--- src/rtl/fetch_prefetch_unit_if.sv ---
// Fetch-unit bus bundle: redirect input, instruction-memory req/ack port and
// the valid/ready instruction stream towards the core.
interface fetch_prefetch_unit_if #(
    parameter int DEPTH = 4
);
    localparam int CW = $clog2(DEPTH) + 1;

    logic          redirect;
    logic [31:0]   redirect_pc;
    logic          mem_req;
    logic [31:0]   mem_addr;
    logic          mem_ack;
    logic [31:0]   mem_rdata;
    logic          out_valid;
    logic          out_ready;
    logic [31:0]   out_instr;
    logic [31:0]   out_pc;
    logic [CW-1:0] count;

    modport master (
        input  redirect, redirect_pc, mem_ack, mem_rdata, out_ready,
        output mem_req, mem_addr, out_valid, out_instr, out_pc, count
    );

    modport slave (
        output redirect, redirect_pc, mem_ack, mem_rdata, out_ready,
        input  mem_req, mem_addr, out_valid, out_instr, out_pc, count
    );
endinterface

--- src/rtl/fetch_prefetch_unit.sv ---
// Instruction prefetcher: sequential word fetch over req/ack into a small
// circular {pc, instr} FIFO, with redirect flush and in-flight request drop.
module fetch_prefetch_unit #(
    parameter int          DEPTH    = 4,
    parameter logic [31:0] RESET_PC = 32'h0000_0000
) (
    input  logic                  clk,
    input  logic                  reset,
    fetch_prefetch_unit_if.master bus
);
    localparam int AW = $clog2(DEPTH);
    localparam int CW = AW + 1;

    typedef enum logic [1:0] {IDLE, WAIT, DROP} state_t;

    state_t        state_q;
    logic [31:0]   fetch_pc_q;
    logic [31:0]   mem_addr_q;
    logic          mem_req_q;
    logic [AW-1:0] wr_ptr_q;
    logic [AW-1:0] rd_ptr_q;
    logic [CW-1:0] count_q;
    logic [31:0]   pc_mem    [DEPTH];
    logic [31:0]   instr_mem [DEPTH];

    logic          push;
    logic          pop;
    logic          space;
    logic [CW-1:0] count_d;
    logic [31:0]   next_addr;
    logic [31:0]   redirect_pc_aligned;

    assign redirect_pc_aligned = bus.redirect_pc & ~32'd3;
    assign next_addr           = mem_addr_q + 32'd4;

    always_comb begin
        pop     = (count_q != '0) && bus.out_ready;
        push    = (state_q == WAIT) && bus.mem_ack && !bus.redirect;
        count_d = count_q;
        // Redirect wins over push and pop; a simultaneous pop is simply consumed.
        if (bus.redirect) begin
            count_d = '0;
        end else if (push && !pop) begin
            count_d = count_q + CW'(1);
        end else if (pop && !push) begin
            count_d = count_q - CW'(1);
        end
        space = count_d < CW'(DEPTH);
    end

    always_ff @(posedge clk) begin
        if (reset) begin
            state_q    <= IDLE;
            fetch_pc_q <= RESET_PC;
            mem_addr_q <= RESET_PC;
            mem_req_q  <= 1'b0;
            wr_ptr_q   <= '0;
            rd_ptr_q   <= '0;
            count_q    <= '0;
        end else begin
            count_q <= count_d;
            if (bus.redirect) begin
                wr_ptr_q <= '0;
                rd_ptr_q <= '0;
            end else begin
                if (push) wr_ptr_q <= wr_ptr_q + AW'(1);
                if (pop)  rd_ptr_q <= rd_ptr_q + AW'(1);
            end

            case (state_q)
                IDLE: begin
                    if (bus.redirect) begin
                        fetch_pc_q <= redirect_pc_aligned;
                    end else if (space) begin
                        mem_addr_q <= fetch_pc_q;
                        mem_req_q  <= 1'b1;
                        state_q    <= WAIT;
                    end
                end
                WAIT: begin
                    if (bus.mem_ack && !bus.redirect) begin
                        fetch_pc_q <= next_addr;
                        if (space) begin
                            mem_addr_q <= next_addr;
                        end else begin
                            mem_req_q <= 1'b0;
                            state_q   <= IDLE;
                        end
                    end else if (bus.mem_ack) begin
                        fetch_pc_q <= redirect_pc_aligned;
                        mem_req_q  <= 1'b0;
                        state_q    <= IDLE;
                    end else if (bus.redirect) begin
                        // The in-flight request cannot be aborted; wait out its ack.
                        fetch_pc_q <= redirect_pc_aligned;
                        state_q    <= DROP;
                    end
                end
                DROP: begin
                    if (bus.redirect) fetch_pc_q <= redirect_pc_aligned;
                    if (bus.mem_ack) begin
                        mem_req_q <= 1'b0;
                        state_q   <= IDLE;
                    end
                end
                default: begin
                    mem_req_q <= 1'b0;
                    state_q   <= IDLE;
                end
            endcase
        end
    end

    always_ff @(posedge clk) begin
        if (push && !reset) begin
            pc_mem[wr_ptr_q]    <= mem_addr_q;
            instr_mem[wr_ptr_q] <= bus.mem_rdata;
        end
    end

    assign bus.mem_req   = mem_req_q;
    assign bus.mem_addr  = mem_addr_q;
    assign bus.count     = count_q;
    assign bus.out_valid = (count_q != '0);
    assign bus.out_pc    = bus.out_valid ? pc_mem[rd_ptr_q]    : 32'd0;
    assign bus.out_instr = bus.out_valid ? instr_mem[rd_ptr_q] : 32'd0;
endmodule

--- src/flat_wrapper.sv ---
// flat-port wrapper written by rule: the top's interface ports become plain ports
module fetch_prefetch_unit_flat 
#(
    parameter int          DEPTH    = 4,
    parameter logic [31:0] RESET_PC = 32'h0000_0000
)
  (clk, reset, bus_redirect, bus_redirect_pc, bus_mem_ack, bus_mem_rdata, bus_out_ready, bus_mem_req, bus_mem_addr, bus_out_valid, bus_out_instr, bus_out_pc, bus_count);
  fetch_prefetch_unit_if #(.DEPTH(DEPTH)) bus_i ();
  input  logic clk;
  input  logic reset;
  input wire logic [$bits(bus_i.redirect)-1:0] bus_redirect;
  input wire logic [$bits(bus_i.redirect_pc)-1:0] bus_redirect_pc;
  input wire logic [$bits(bus_i.mem_ack)-1:0] bus_mem_ack;
  input wire logic [$bits(bus_i.mem_rdata)-1:0] bus_mem_rdata;
  input wire logic [$bits(bus_i.out_ready)-1:0] bus_out_ready;
  output wire logic [$bits(bus_i.mem_req)-1:0] bus_mem_req;
  output wire logic [$bits(bus_i.mem_addr)-1:0] bus_mem_addr;
  output wire logic [$bits(bus_i.out_valid)-1:0] bus_out_valid;
  output wire logic [$bits(bus_i.out_instr)-1:0] bus_out_instr;
  output wire logic [$bits(bus_i.out_pc)-1:0] bus_out_pc;
  output wire logic [$bits(bus_i.count)-1:0] bus_count;
  assign bus_i.redirect = bus_redirect;
  assign bus_i.redirect_pc = bus_redirect_pc;
  assign bus_i.mem_ack = bus_mem_ack;
  assign bus_i.mem_rdata = bus_mem_rdata;
  assign bus_i.out_ready = bus_out_ready;
  assign bus_mem_req = bus_i.mem_req;
  assign bus_mem_addr = bus_i.mem_addr;
  assign bus_out_valid = bus_i.out_valid;
  assign bus_out_instr = bus_i.out_instr;
  assign bus_out_pc = bus_i.out_pc;
  assign bus_count = bus_i.count;
  fetch_prefetch_unit #(.DEPTH(DEPTH), .RESET_PC(RESET_PC)) u_core (.clk(clk), .reset(reset), .bus(bus_i));
endmodule
--- config.mk ---
export PLATFORM = sky130hd
export DESIGN_NAME = fetch_prefetch_unit_flat
export DESIGN_NICKNAME = d
export VERILOG_FILES = /design/src/rtl/fetch_prefetch_unit_if.sv /design/src/rtl/fetch_prefetch_unit.sv /design/src/flat_wrapper.sv
export SDC_FILE = /design/constraint.sdc
export NUM_CORES = 1
export LEC_CHECK = 0
export BUFFER_PORTS_ARGS = -buffer_cell sky130_fd_sc_hd__buf_2
export CAP_MARGIN = 20
export CORE_ASPECT_RATIO = 1.75
export CORE_MARGIN = 3
export CORE_UTILIZATION = 50
export DETAILED_ROUTE_END_ITERATION = 7
export PLACE_DENSITY = 0.7
export RECOVER_POWER = 50
export SLEW_MARGIN = 20
export SYNTH_ARGS = -nofsm -noshare
export SYNTH_HDL_FRONTEND = slang
export SYNTH_SLANG_ARGS = --single-unit
--- constraint.sdc ---
create_clock -name clk -period 4.4 [get_ports clk]
set_input_delay 0.44 -clock clk [delete_from_list [all_inputs] [get_ports clk]]
set_output_delay 0.44 -clock clk [all_outputs]
set_load 0.005 [all_outputs]
==> impl_metrics.ini, run 1 <==
[cts]
cts-root-buf = clkbuf_16
ctsHoldBuffers = 0
cts_buffers = 29
cts_sinks = 332
ctsResizeCount = 0
clkLatencyLatePin_ps = 550
tritoncts = done
cts_buffer_depth = 3
htreeDepth = 1
path_clk_slew_ps = 70
cts_setup_buffers = 0

[route]
remaining_drc_errors = 0
drt-wirelength-per-cell_um = 21.2
drt-total-wl_um = 31400
drt-vias-per-instance = 5.77
final_antenna_net_count = 0
drt_iter0_drc = 765
vias = 8541
drtPass1Iterations = 5

[yosys]
synth-edff-count = 256
synth.area.top_cells = edfxtp_1 56%, dfxtp_1 11%, mux4_2 10%
synth_flop_cell = edfxtp_1
syn_area_mm2 = 0.0138
ys_seq_area_share_pct = 66.5
yosysTopAreaCellShare_pct = 55.5
netlist.top_cell.by_area = edfxtp_1
post_synth.cell_area_avg_um2 = 14.9
ys_types = 53
async_flop_share_pct = 0
ys_warn_count = 0
syn_nets = 1010
synth_seq_cells = 332
syn_inst = 931

[timing]
hold_viol_final = 0
fin_tns_setup_ps = 0
rsz0062_at_grt = false
drv_slew = 38
fin_ws_ps = 988
timing.fmax_mhz = 293
worst_clock_skew_ps = 16.5
fin_crit_ps = 3410
slew_headroom_pct = -38.7
worstMarginPinSlew_ps = 2060
finalSetupViolCount = 0
period_share_pct = 77.5

[die]
rows = 80
core_mm2 = 0.0272
start_util_pct = 50.9
ioPinCount = 170
die_h_um = 226
dieWidth_um = 132
die_area_mm2 = 0.0298

[finish]
nFillCells = 2215
diodes = 0
drive_gt1_share_pct = 21.9
final_area_mm2 = 0.0160
final_util_pct = 58.8
area_delta_synth_final_pct = 15.6
finalNetCount = 1168
final_cell_count_no_fill = 1480

[grt]
grt_pass1_vias = 8587
grt_pass1_wl_um = 48900
grt_max_degree = 68
antenna_found_initial = 0
grt_use_total_pct = 20.8
grt_overflow = 0

[worst_setup_path]
critical_path_arrival_ps = 3860
cpPeakStageDelay_ps = 1550
cp-end-kind = flop
crit_type = flop to flop
cp_cell_sequence = inv_1 -> nor2_1 -> o21ai_0 -> clkbuf_1 -> a22oi_1 -> o22ai_1
required_ps = 4850
startpoint_type = flop
crit_slowest_cell = o21ai_0
crit_fanout = 16

[place]
portBuffers = 167
pre_cts_ws_ps = 1100
dpl_cell_area_mm2 = 0.0151
numPlacedInstances = 1427
gp_congestion = 0.832
dp_hpwl_um = 19400

[run_status]
status = finished, violations left
violations = capacitance limit, slew limit

[job]
maxCapViolations = 2

[power_and_ir_drop]
ir_worst_vdd_mv = 0.263
p_per_area_mw_per_mm2 = 397
power_leakage_nw = 5.45

[min_path]
hold_class = input pin to flop
[power breakdown]
group | leakage, nW | total, W | switching [W] | internal, W
combinational | 1.98 | 0.000264 | 0.000159 | 0.000105
sequential | 3.00 | 0.00345 | 0.0000496 | 0.00340
clock | 0.476 | 0.00265 | 0.00112 | 0.00153
[worst paths after layout]
check                             start                       to  slack [ps]  cells past startpoint
setup / recovery      u_core.state_q[0]    u_core.fetch_pc_q[15]         990                      6
hold / removal        bus_mem_rdata[31]  u_core.instr_mem[2][31]         150                      1
setup reg to reg      u_core.state_q[0]    u_core.fetch_pc_q[15]         990                      6
hold reg to reg   u_core.fetch_pc_q[21]  u_core.bus.mem_addr[21]         490                      2
[cells by family (layout without fill, tap and decap cells)]
family / Yosys count / in the layout / share of synthesized area (%)
AOI/OAI and AO/OA: 152 / 152 / 7.72
buffers and inverters: 78 / 258 / 2.19
and+or+nand+nor: 263 / 263 / 10.2
DFF: 332 / 332 / 66.5
xor gates and xnor gates: 27 / 27 / 1.71
muxes: 69 / 69 / 10.8
adders and majority gates: 10 / 10 / 0.904
[stage by stage]
step | hold WS (ps) | total power (W)
after global placement | 469 | 0.00378
after detailed placement | 472 | 0.00379
after global routing | 148 | 0.00655
final | 149 | 0.00636
after floorplan | 457 | 0.00366
after CTS | 72.0 | 0.00643
[registers in the layout, summed over array words and instances (netlist names), named ones only]
| signal | cells |
|---|---|
| u_core.bus.mem_req | 1 |
| u_core.wr_ptr_q | 2 |
| u_core.rd_ptr_q | 2 |
| u_core.pc_mem | 128 |
| u_core.bus.mem_addr | 32 |
| u_core.fetch_pc_q | 32 |
| u_core.state_q | 2 |
| u_core.instr_mem | 128 |
| u_core.bus.count | 3 |
[area by class of cell]
class,count,area [um2],share of cell area (%)
inverter,19,71.3,0.446
timing repair buffer,186,905,5.65
sequential,332,9220,57.6
multi-input combinational,521,4370,27.3
tap,369,462,2.88
clock buffer,41,812,5.07
clock inverter,12,176,1.10
[cells in the mapped netlist, types with 14 or more instances]
library cell  instances
a21oi_1              27
a22oi_1              20
and2_1               68
clkbuf_1             51
dfxtp_1              76
edfxtp_1            256
inv_1                19
mux4_2               64
nand2_1              43
nand3_1              20
nand4_1              15
nor2_1               56
o21ai_0              20
o22ai_1              14
xnor2_1              16
[routing by layer]
| metal | vias up | track usage, % | share of wire (%) |
|---|---|---|---|
| met4 | 0 | 7.05 | 2.6 |
| met1 | 4296 | 25.6 | 40 |
| met2 | 246 | 37.9 | 53 |
| met5 | - | 0 | 0 |
| met3 | 45 | 2.65 | 4.3 |
| li1 | 3954 | - | - |
[critical path, delay by kind of cell, from the launching register on]
kind / cells / cell delay [ps]
DFF: 1 / 370
buffers and inverters: 2 / 960
and+or+nand+nor: 1 / 90
AOI/OAI and AO/OA: 3 / 1900
[cell usage in the layout, fill, tap and decap left out, drive strengths merged, types with 5 or more instances in the layout]
master and n:
o32ai 7, o211ai 7, nand4 17, buf 120, clkbuf 107, a2bb2oi 6
ha 10, or4 6, a21oi 27, a222oi 10, a31oi 8, clkinv 5
inv 20, edfxtp 256, nand3 20, nand2 43, a211oi 5, o22ai 14
nor4 9, xnor2 16, a22oi 20, and2 69, nor3 10, xor2 11
nor2 58, mux4 64, a22o 6, a32oi 5, and3 9, nand2b 10
o21ai 20, dfxtp 76
Note: power is estimated with default switching activity, not from simulation.
==> inputs of run 2 (changes only) <==
--- a/config.mk
+++ b/config.mk
@@ -11,7 +11,7 @@
 export CORE_MARGIN = 3
 export CORE_UTILIZATION = 50
 export DETAILED_ROUTE_END_ITERATION = 7
-export PLACE_DENSITY = 0.7
+export PLACE_DENSITY = 0.73
 export RECOVER_POWER = 50
 export SLEW_MARGIN = 20
 export SYNTH_ARGS = -nofsm -noshare
==> constraint.sdc (replaced) <==
create_clock -name clk -period 2.9 [get_ports clk]
set_input_delay 0.29 -clock clk [delete_from_list [all_inputs] [get_ports clk]]
set_output_delay 0.29 -clock clk [all_outputs]
set_load 0.005 [all_outputs]
==> impl_metrics.ini, run 2 (synthesis gave the netlist of run 1 again) <==
[run_status]
status = finished, violations left
violations = capacitance limit, slew limit

[route]
drt-total-wl_um = 31700
drt-wirelength-per-cell_um = 20.6
final_antenna_net_count = 0
drt-vias-per-instance = 5.77
drt_iter0_drc = 742
drtPass1Iterations = 7
vias = 8903
remaining_drc_errors = 0

[worst_setup_path]
crit_fanout = 18
cp_cell_sequence = nand2b_2 -> nor3_2 -> ha_1 -> and3_1 -> a211oi_1 -> nor2_1 -> buf_4 -> o21ai_0 -> a221oi_1
crit_type = flop to flop
cp-end-kind = flop
startpoint_type = flop
crit_slowest_cell = dfxtp_1
cpPeakStageDelay_ps = 440
required_ps = 3350
critical_path_arrival_ps = 3190

[grt]
met2_usage_pct = 38.7
grt_max_degree = 68
grt_pass1_wl_um = 49600
grt_use_total_pct = 21.1
grt_use_met3_pct = 2.52
antenna_found_initial = 0
grt_use_met1_pct = 25.6
grt_pass1_vias = 8931
busiest_layer = met2
grt_overflow = 0

[timing]
period_share_pct = 94.5
slew_headroom_pct = -5.15
worstMarginPinSlew_ps = 1580
finalSetupViolCount = 0
drv_slew = 30
fin_tns_setup_ps = 0
rsz0062_at_grt = false
fin_crit_ps = 2740
worst_clock_skew_ps = 26.1
hold_viol_final = 0
timing.fmax_mhz = 365

[finish]
diodes = 0
final_common_cell = edfxtp_1
largestRegisters = u_core.instr_mem (128), u_core.pc_mem (128)
area_delta_synth_final_pct = 19.2
layout_common_cells = 256 x edfxtp_1, 107 x buf_2, 75 x clkbuf_1
finalNetCount = 1230
drive_gt1_share_pct = 22.5

[power_and_ir_drop]
p_int_w = 0.00747
combPwrFrac_pct = 5.0
power_leakage_nw = 5.71
p_per_area_mw_per_mm2 = 571
power_frac_seq_pct = 55.4
p_sw_w = 0.00196
p_total_w = 0.00943
ir_worst_vdd_mv = 0.439
p_sw_share_pct = 20.8
p_clk_share_pct = 39.6

[cts]
cts_buffers = 29
cts-root-buf = clkbuf_16
path_clk_slew_ps = 70
clkLatencyLatePin_ps = 550
htreeDepth = 1
cts_sinks = 332
ctsResizeCount = 0
cts_setup_buffers = 0
ctsHoldBuffers = 35
cts_buffer_depth = 3
tritoncts = done

[die]
rows = 80
dieWidth_um = 132
start_util_pct = 50.9
core_mm2 = 0.0272
die_h_um = 226
ioPinCount = 170
die_area_mm2 = 0.0298

[place]
gp_congestion = 0.873
dp_hpwl_um = 20100
portBuffers = 167

[job]
maxCapViolations = 1

[min_path]
hold_class = input pin to flop
-- run 2: layer usage --
layer	routed length [um]	vias up
li1	-	4084
met5	0	-
met3	1580	57
met2	17100	279
met1	12100	4483
met4	942	0
-- run 2: power by group through the flow --
| stage | Sequential [W] | Combinational, W | Clock (W) |
|---|---|---|---|
| 2_1_floorplan | 0.00531 | 0.000240 | 0 |
| 3_3_place_gp | 0.00532 | 0.000437 | 0 |
| 4_1_cts | 0.00522 | 0.000490 | 0.00382 |
| 3_5_place_dp | 0.00532 | 0.000449 | 0 |
| 6_report | 0.00522 | 0.000472 | 0.00374 |
| 5_1_grt | 0.00522 | 0.000520 | 0.00401 |
-- run 2: metrics by stage --
step / setup slack (ps) / instance area, um2 / std cells / hold WS (ps) / utilization, %
final: 159 / 16500 / 1542 / 32.1 / 60.6
after global routing: 7.99 / 16500 / 1542 / 21.0 / 60.6
after CTS: 157 / 16700 / 1542 / 11.8 / 61.3
after detailed placement: 79.4 / 15400 / 1454 / 459 / 56.6
after global placement: 215 / 15400 / 1454 / 464 / 56.6
after floorplan: 27.2 / 13900 / 931 / 389 / -
-- run 2: cell type report --
| cell class | instances | area, um2 |
|---|---|---|
| Clock buffer | 33 | 741 |
| Clock inverter | 20 | 189 |
| Fill cell | 2121 | 10700 |
| Inverter | 19 | 71.3 |
| Multi-Input combinational cell | 521 | 4360 |
| Sequential cell | 332 | 9220 |
| Tap cell | 369 | 462 |
| Timing Repair Buffer | 248 | 1470 |
-- run 2: path summary, 6_finish.rpt --
kind | start | slack [ps] | cells past startpoint | end
worst max-delay path | u_core.state_q[0] | 160 | 9 | u_core.bus.mem_addr[17]
worst min-delay path | bus_redirect_pc[6] | 30 | 3 | u_core.fetch_pc_q[6]
worst max register to register | u_core.state_q[0] | 160 | 9 | u_core.bus.mem_addr[17]
worst min register to register | u_core.fetch_pc_q[21] | 480 | 2 | u_core.bus.mem_addr[21]
-- run 2: worst max-delay path, delay by kind of cell, from the launching register on --
| family | cells | cell delay (ps) |
|---|---|---|
| DFF | 1 | 440 |
| AOI/OAI and AO/OA | 3 | 500 |
| buffers and inverters | 1 | 330 |
| and+or+nand+nor | 4 | 1000 |
| adders and majority gates | 1 | 360 |
